==> config.mk <==
export PLATFORM = sky130hd
export DESIGN_NAME = dmem_access_unit
export DESIGN_NICKNAME = d
export VERILOG_FILES = /design/src/rtl/dmem_access_unit.sv
export SDC_FILE = /design/constraint.sdc
export NUM_CORES = 1
export LEC_CHECK = 0
export BUFFER_PORTS_ARGS = -buffer_cell sky130_fd_sc_hd__buf_4
export CORE_UTILIZATION = 30
export DETAILED_ROUTE_END_ITERATION = 12
export HOLD_SLACK_MARGIN = 0.12
export SLEW_MARGIN = 10
export SYNTH_ARGS = -nofsm -noshare
export SYNTH_HDL_FRONTEND = slang
export SYNTH_SLANG_ARGS = --single-unit
==> constraint.sdc <==
create_clock -name clk -period 4.4 [get_ports clk]
set_input_delay 0.22 -clock clk [delete_from_list [all_inputs] [get_ports clk]]
set_output_delay 0.22 -clock clk [all_outputs]
set_load 0.005 [all_outputs]
==> src/rtl/dmem_access_unit.sv <==
// MEM-stage initiator for a word-addressed data memory.
// Handles byte/half/word loads with extension, byte/half stores via read-modify-write, and access error reporting.
module dmem_access_unit #(
    parameter int ADDR_W = 5
) (
    input  logic              clk,
    input  logic              rst,
    input  logic              req_valid,
    output logic              req_ready,
    input  logic              req_we,
    input  logic [1:0]        req_size,
    input  logic              req_signed,
    input  logic [31:0]       req_addr,
    input  logic [31:0]       req_wdata,
    output logic              resp_valid,
    output logic [31:0]       resp_rdata,
    output logic [1:0]        resp_err,
    output logic [ADDR_W-1:0] DataAdr,
    output logic [31:0]       DataIn,
    output logic              DMemW,
    output logic              DMemR,
    input  logic [31:0]       DataOut
);

    typedef enum logic [2:0] {
        IDLE, LD, ST, RMW_RD, RMW_WR, ERR, RESP
    } state_t;

    state_t      state, state_nx;
    logic [1:0]  size_q, lane_q;
    logic        sign_q;
    logic [31:0] wdata_q;

    logic is_half, is_word, mis, oor;

    assign is_half = (req_size == 2'b01);
    assign is_word = req_size[1];
    assign mis     = (is_half && req_addr[0]) || (is_word && (req_addr[1:0] != 2'b00));
    assign oor     = |req_addr[31:ADDR_W+2];

    function automatic logic [31:0] extend(input logic [31:0] w, input logic [1:0] size,
                                           input logic [1:0] lane, input logic sgn);
        logic [7:0]  b;
        logic [15:0] h;
        b = w[{lane, 3'b000} +: 8];
        h = lane[1] ? w[31:16] : w[15:0];
        case (size)
            2'b00:   return {{24{sgn & b[7]}}, b};
            2'b01:   return {{16{sgn & h[15]}}, h};
            default: return w;
        endcase
    endfunction

    function automatic logic [31:0] merge(input logic [31:0] old, input logic [31:0] wd,
                                          input logic [1:0] size, input logic [1:0] lane);
        logic [31:0] r;
        r = old;
        if (size == 2'b00)
            r[{lane, 3'b000} +: 8] = wd[7:0];
        else if (lane[1])
            r[31:16] = wd[15:0];
        else
            r[15:0] = wd[15:0];
        return r;
    endfunction

    always_ff @(posedge clk) begin
        if (rst)
            state <= IDLE;
        else
            state <= state_nx;
    end

    always_comb begin
        state_nx = state;
        case (state)
            IDLE: begin
                if (req_valid) begin
                    if (mis || oor)   state_nx = ERR;
                    else if (!req_we) state_nx = LD;
                    else if (is_word) state_nx = ST;
                    else              state_nx = RMW_RD;
                end
            end
            LD, ST, RMW_WR, ERR: state_nx = RESP;
            RMW_RD:              state_nx = RMW_WR;
            RESP:                state_nx = IDLE;
            default:             state_nx = IDLE;
        endcase
    end

    assign req_ready  = (state == IDLE);
    assign resp_valid = (state == RESP);
    assign DMemR      = (state == LD) || (state == RMW_RD);
    // Gating with rst keeps a write in the reset cycle from committing.
    assign DMemW      = ((state == ST) || (state == RMW_WR)) && !rst;

    always_ff @(posedge clk) begin
        if (rst) begin
            size_q     <= '0;
            lane_q     <= '0;
            sign_q     <= 1'b0;
            wdata_q    <= '0;
            resp_rdata <= '0;
            resp_err   <= '0;
            DataAdr    <= '0;
            DataIn     <= '0;
        end else begin
            case (state)
                IDLE: begin
                    if (req_valid) begin
                        size_q   <= req_size;
                        lane_q   <= req_addr[1:0];
                        sign_q   <= req_signed;
                        wdata_q  <= req_wdata;
                        resp_err <= {oor, mis};
                        if (!(mis || oor)) begin
                            DataAdr <= req_addr[ADDR_W+1:2];
                            if (req_we && is_word)
                                DataIn <= req_wdata;
                        end
                    end
                end
                LD:                  resp_rdata <= extend(DataOut, size_q, lane_q, sign_q);
                RMW_RD:              DataIn     <= merge(DataOut, wdata_q, size_q, lane_q);
                ST, RMW_WR, ERR:     resp_rdata <= '0;
                default: ;
            endcase
        end
    end

endmodule

==> flow_summary.json, run 1 <==
{
  "status": "completed",
  "cts_buffers": 9,
  "rsz0062_at_grt": "false",
  "maxCapViolCount": 0,
  "avgSynthCellArea_sq_um": 8.44,
  "core-area_sq_um": 16600,
  "worstPathArrival_ns": 3.23,
  "cts_sinks": 95,
  "ant_nets": 0,
  "p_clk_share_pct": 38.9,
  "area_delta_synth_final_pct": 37.1,
  "synthCells": 603,
  "critical_path_class": "reg2reg",
  "slowest_delay_ns": 0.47,
  "start_kind": "register",
  "ys_seq_area_share_pct": 37.4,
  "synth_seq_cells": 95,
  "power_frac_seq_pct": 42.5,
  "place_hpwl_microns": 13500,
  "ys_warn_count": 0,
  "final_cell_area_sq_um": 6980,
  "p_comb_share_pct": 18.7,
  "min_path_type": "in2reg",
  "rows": 47,
  "slew_headroom_pct": 36.1,
  "yosysMostFrequentCell": "dfxtp_1",
  "netSwitchingFraction_pct": 28.2,
  "hold_violations": 0,
  "cp-end-kind": "register",
  "cellPowerDensity_nw_per_um2": 314,
  "path_max_fanout": 33,
  "overflow": 0,
  "drt_iter0_drc": 388,
  "post-place-ws_ns": 1.41,
  "post_drt_wl_per_cell_microns": 18.6,
  "maxSlewViolCount": 0,
  "start_util_pct": 30.7,
  "synth_area_leaders": "dfxtp_1 (37%), nand2_1 (6.7%), a221oi_1 (5.7%), a21oi_1 (4.9%), o41ai_2 (4.2%)",
  "power.switching_uw": 618,
  "synth_largest_area_cell": "dfxtp_1",
  "antenna_found_initial": 0,
  "layout_min_cycle_time_ns": 2.98,
  "path_cells": "nor4b_4 -> buf_4 -> nand2_1 -> or4_1 -> buf_4 -> and2_1 -> buf_4 -> o41ai_2",
  "critical_path.slowest_cell": "or4_1",
  "synth_edf_count": 0,
  "fin_nets": 864,
  "max_freq_mhz": 335,
  "syn-cell-area_sq_um": 5090,
  "clockRootBuffer": "clkbuf_16",
  "crit_buf_inv": 3,
  "clock_path_buffers": 2,
  "r2r_setup_slack_ns": 1.42,
  "p_int_uw": 1570,
  "synthesis.nets": 711,
  "ys_types": 46,
  "setup_violations": 0,
  "grt_use_total_pct": 20.7,
  "clk_pin_slew_worst_paths_ns": 0.08,
  "die_w_microns": 132,
  "gp_congestion": 0.861,
  "placed_cell_area_sq_um": 6550,
  "worst_slack_ns": 1.42,
  "wl_microns": 18200,
  "leakagePower_uw": 0.00283,
  "grt_pass1_vias": 4971,
  "grt_pass1_wl_microns": 27900,
  "tightest_slew_ns": 0.950,
  "cts_tree": "done",
  "irDropWorstVdd_uv": 188,
  "worstPathRequired_ns": 4.65,
  "drc": 0,
  "path_common_cell": "buf_4",
  "grt_max_degree": 69,
  "insertion_delay_ns": 0.36,
  "ios": 178,
  "skew_ns": 0.0122,
  "synth_top_area_share_pct": 37.4,
  "post_cts_buffers": 0,
  "dieArea_sq_um": 17500,
  "yosys_most_used_dff": "dfxtp_1",
  "post_drt_via_cell_ratio": 5.37,
  "htreeDepth": 3,
  "diodes": 0,
  "drive_above_1_share_pct": 31.7,
  "setup_tns_ns": 0,
  "portBuffers": 177,
  "period_share_pct": 67.8,
  "cp_top_family": "simple AND/OR/NAND/NOR gates",
  "die_y_microns": 132,
  "yosys-top-cells-count": "dfxtp_1 (95), nand2_1 (91), a21oi_1 (50)",
  "async_flop_share_pct": 0,
  "dr.pass1.iters": 5,
  "num_vias": 5264
}
layer usage:
metal | track usage, % | part of all wire, % | wire [microns] | vias up
met5 | 0 | 0 | 0 | -
met4 | 6.26 | 1.7 | 306 | 0
met3 | 4.81 | 7.3 | 1330 | 24
met2 | 32.0 | 45 | 8290 | 206
met1 | 28.5 | 46 | 8320 | 2467
li1 | - | - | - | 2567
power by group through the flow:
| stage | Sequential, uW | Combinational (uW) | Clock (uW) |
|---|---|---|---|
| after global placement | 949 | 398 | 0 |
| final | 931 | 410 | 852 |
| after floorplan | 926 | 232 | 0 |
| after global routing | 936 | 446 | 906 |
| after detailed placement | 950 | 397 | 0 |
| after CTS | 930 | 407 | 871 |
stage by stage:
stage | std cells | power [uW] | util [%] | hold slack [ns]
floorplan | 603 | 1160 | - | 0.339
global placement | 954 | 1350 | 39.5 | 0.435
detailed placement | 954 | 1350 | 39.5 | 0.440
CTS | 981 | 2210 | 42.1 | 0.120
global route | 981 | 2290 | 42.1 | 0.129
finish | 981 | 2190 | 42.1 | 0.133
cell families after synthesis:
| logic type | Yosys count | share of synthesized area [%] |
|---|---|---|
| xor+xnor | 1 | 0.172 |
| flops | 95 | 37.4 |
| buf+inv | 81 | 6.56 |
| mux | 32 | 6.71 |
| simple gates | 187 | 18.2 |
| fa+ha+maj | 5 | 1.23 |
| compound gates | 202 | 29.7 |
what timing repair did:
action,CTS,global route
hold endpoints to repair,10,0
resized for setup,0,0
hold buffers,11,0
cell usage in the layout, fill, tap and decap left out, types with 16 or more instances in the layout:
cell type / n
a211oi_1: 16
nand2_1: 91
a221o_1: 16
a221oi_1: 33
nand4b_1: 16
a21oi_1: 50
nor2_1: 30
mux2_2: 17
dfxtp_1: 94
buf_4: 191
inv_1: 21
o21ai_0: 41
final cells by class:
type | instances | area [sq um]
Fill cell | 1702 | 9610
Multi-Input combinational cell | 427 | 2850
Sequential cell | 95 | 1900
Timing Repair Buffer | 202 | 1540
Tap cell | 220 | 275
Clock buffer | 9 | 225
Clock inverter | 7 | 96.3
Inverter | 21 | 78.8
state kept, by name, summed over array words and instances, names as in the netlist:
| register | count |
|---|---|
| DataAdr | 5 |
| sign_q | 1 |
| lane_q | 2 |
| resp_rdata | 32 |
| wdata_q | 16 |
| DataIn | 32 |
| size_q | 2 |
| state | 3 |
| resp_err | 2 |
worst register-to-register path, delay by kind of cell, from the launching register on:
| kind | cells | cell delay, ns |
|---|---|---|
| compound gates | 1 | 0.34 |
| buf+inv | 3 | 0.86 |
| flops | 1 | 0.42 |
| simple gates | 4 | 1.24 |
worst paths after layout:
path / start / end / cells past startpoint
hold / removal: req_size[0] / size_q[0] / 3
hold reg to reg: resp_rdata[7] / resp_rdata[7] / 2
setup / recovery: state[1] / DataIn[16] / 8
setup reg to reg: state[1] / DataIn[16] / 8
No activity file was read; power rests on OpenSTA's default activity.
==> run 2: changes to the inputs <==
--- a/config.mk
+++ b/config.mk
@@ -5,6 +5,7 @@
 export SDC_FILE = /design/constraint.sdc
 export NUM_CORES = 1
 export LEC_CHECK = 0
+export ABC_AREA = 1
 export BUFFER_PORTS_ARGS = -buffer_cell sky130_fd_sc_hd__buf_4
 export CORE_UTILIZATION = 30
 export DETAILED_ROUTE_END_ITERATION = 12
==> constraint.sdc (replaced) <==
create_clock -name clk -period 2.4 [get_ports clk]
set_input_delay 0.12 -clock clk [delete_from_list [all_inputs] [get_ports clk]]
set_output_delay 0.12 -clock clk [all_outputs]
set_load 0.005 [all_outputs]
==> run 2 against run 1 <==
Non-clock buffer count grew 19. Combinational power grew to 5.3 times the previous value. Cell count grew 49%. Worst setup slack lost 1.2 ns. Global-route usage grew 2.3 points. Sequential share of layout area shrank 4.0 points. Die area grew 19%. Register-to-register slack lost 1.2 ns. Synthesized cell count grew 69%. Via count grew 36%. Critical endpoint is now DataIn[31]. Largest power group is now combinational logic.
==> flow_summary.json, run 2 <==
{
  "maxSlewViolCount": 0,
  "hold_violations": 0,
  "die_w_microns": 144,
  "synth_top_area_share_pct": 31.3,
  "insertion_delay_ns": 0.36,
  "drc": 0,
  "synth_largest_area_cell": "dfxtp_1",
  "grt_use_total_pct": 22.9,
  "worstPathArrival_ns": 2.43,
  "max_freq_mhz": 468,
  "critical_path_class": "reg2reg",
  "area_delta_synth_final_pct": 34.6,
  "grt_pass1_vias": 6743,
  "dieArea_sq_um": 20800,
  "async_flop_share_pct": 0,
  "cts_tree": "done",
  "antenna_found_initial": 0,
  "filler_cell_count": 2183,
  "clk_pin_slew_worst_paths_ns": 0.07,
  "ios": 178,
  "rsz0062_at_grt": "false",
  "leakagePower_uw": 0.00369,
  "ys_warn_count": 0,
  "ys_types": 29,
  "start_util_pct": 30.9,
  "setup_tns_ns": 0,
  "power_uw": 5840,
  "synth_seq_cells": 95,
  "stdcell_count": 1457,
  "post_drt_wl_per_cell_microns": 16.2,
  "path_max_fanout": 74,
  "wl_microns": 23600,
  "cp-end-kind": "register",
  "ant_nets": 0,
  "synthesis.nets": 1128,
  "start_kind": "register",
  "skew_ns": 0.0113,
  "diodes": 0,
  "die_y_microns": 144,
  "overflow": 0,
  "setup_violations": 0,
  "clock_path_buffers": 2,
  "place_hpwl_microns": 17400,
  "htreeDepth": 3,
  "most-common-layout-cells": "nand2_1 (236), nor2_1 (209), buf_4 (190), a21oi_1 (141), dfxtp_1 (94)",
  "drive_above_1_share_pct": 19.9,
  "dr.pass1.iters": 5,
  "post_cts_buffers": 0,
  "synthCells": 1020,
  "critical_path.slowest_cell": "ha_1",
  "fin_nets": 1295,
  "syn-cell-area_sq_um": 6080,
  "irDropWorstVdd_uv": 352,
  "synth_area_leaders": "dfxtp_1 (31%), nand2_1 (15%), nor2_1 (13%), a21oi_1 (12%), o21ai_0 (6.7%)",
  "period_share_pct": 88.9,
  "avgSynthCellArea_sq_um": 5.96,
  "drt_iter0_drc": 646,
  "grt_max_degree": 75,
  "maxCapViolCount": 0,
  "grt_pass1_wl_microns": 36600,
  "tightest_slew_ns": 0.616,
  "min_path_type": "in2reg",
  "slowest_delay_ns": 0.43,
  "ys_seq_area_share_pct": 31.3,
  "final_common_cell": "nand2_1",
  "cts_sinks": 95,
  "path_common_cell": "nor2_1",
  "top_regs": "DataIn: 32 flops, resp_rdata: 32 flops, wdata_q: 16 flops",
  "synth_edf_count": 0,
  "path_cells": "buf_12 -> ha_1 -> nand2_1 -> nor2_1 -> nor2_1 -> nor2_1 -> nor2_1 -> nand4_1 -> nand2_1 -> nor2_1",
  "gp_congestion": 0.924,
  "num_vias": 7164,
  "layout_min_cycle_time_ns": 2.13,
  "clockRootBuffer": "clkbuf_16",
  "status": "completed",
  "ctsHoldBuffers": 26,
  "worstPathRequired_ns": 2.69,
  "yosys-top-cells-count": "nand2_1 (236), nor2_1 (209), a21oi_1 (141)",
  "yosys_most_used_dff": "dfxtp_1",
  "core-area_sq_um": 19700,
  "postCtsResizedCells": 0,
  "slew_headroom_pct": 59.0,
  "portBuffers": 177,
  "cellPowerDensity_nw_per_um2": 715,
  "cts_buffers": 9,
  "holdWs_ns": 0.158,
  "place_inst": 1415,
  "post_drt_via_cell_ratio": 4.92,
  "rows": 51,
  "yosysMostFrequentCell": "nand2_1"
}
run 2: changes by cell type in the layout (fill, tap and decap cells not counted), sizes merged, moves of 32 or more:
cell,change
a221oi,-33
nand3,+42
a21oi,+92
nor2,+184
nand2,+149
o21ai,+43
inv,+57
nand4,+32
run 2: layout make-up:
class                      count  area, sq um  share of cell area [%]
sequential                    95         1900                    23.3
tap                          265          332                    4.05
clock inverter                 7          120                    1.47
inverter                      80          300                    3.67
multi-input combinational    780         3510                    42.9
timing repair buffer         221         1790                    21.8
clock buffer                   9          225                    2.75
run 2: critical path, delay by kind of cell (launching register included):
kind / cells / cell delay [ns]
AND/OR/NAND/NOR: 8 / 1.01
adder cells (fa/ha/maj): 1 / 0.43
flip-flops: 1 / 0.35
buffers and inverters: 1 / 0.28
run 2: per-layer routing:
metal	GRT usage (%)	wire length (microns)	vias to the layer above	part of all wire [%]
li1	-	-	3654	-
met1	29.6	10300	3199	44
met2	38.5	11100	281	47
met3	4.30	1670	30	7.1
met4	6.93	499	0	2.1
met5	0	0	-	0
run 2: kinds of logic after synthesis:
kind of cell / count (synthesis) / synth area share, %
simple gates: 540 / 36.7
fa+ha+maj: 5 / 1.03
flops: 95 / 31.3
compound gates: 235 / 20.1
buf+inv: 145 / 10.9
run 2: power by group:
part	total, uW	internal [uW]	switching (uW)
sequential	1980	1790	193
combinational	2170	857	1320
clock	1690	1020	670
total	5840	3670	2180
run 2: metrics by stage:
stage | util (%) | setup WS [ns] | instance area, sq um
floorplan | - | 0.274 | 6080
finish | 41.6 | 0.265 | 8180
CTS | 41.6 | 0.282 | 8180
global route | 41.6 | 0.0920 | 8180
global placement | 38.5 | 0.306 | 7570
detailed placement | 38.5 | 0.303 | 7570
run 2: final timing paths:
| path | endpoint | slack (ns) | cells past startpoint | start |
|---|---|---|---|---|
| setup / recovery | DataIn[31] | 0.27 | 10 | lane_q[1] |
| hold / removal | state[0] | 0.16 | 3 | req_valid |
| setup reg to reg | DataIn[31] | 0.27 | 10 | lane_q[1] |
| hold reg to reg | resp_rdata[28] | 0.47 | 2 | resp_rdata[28] |
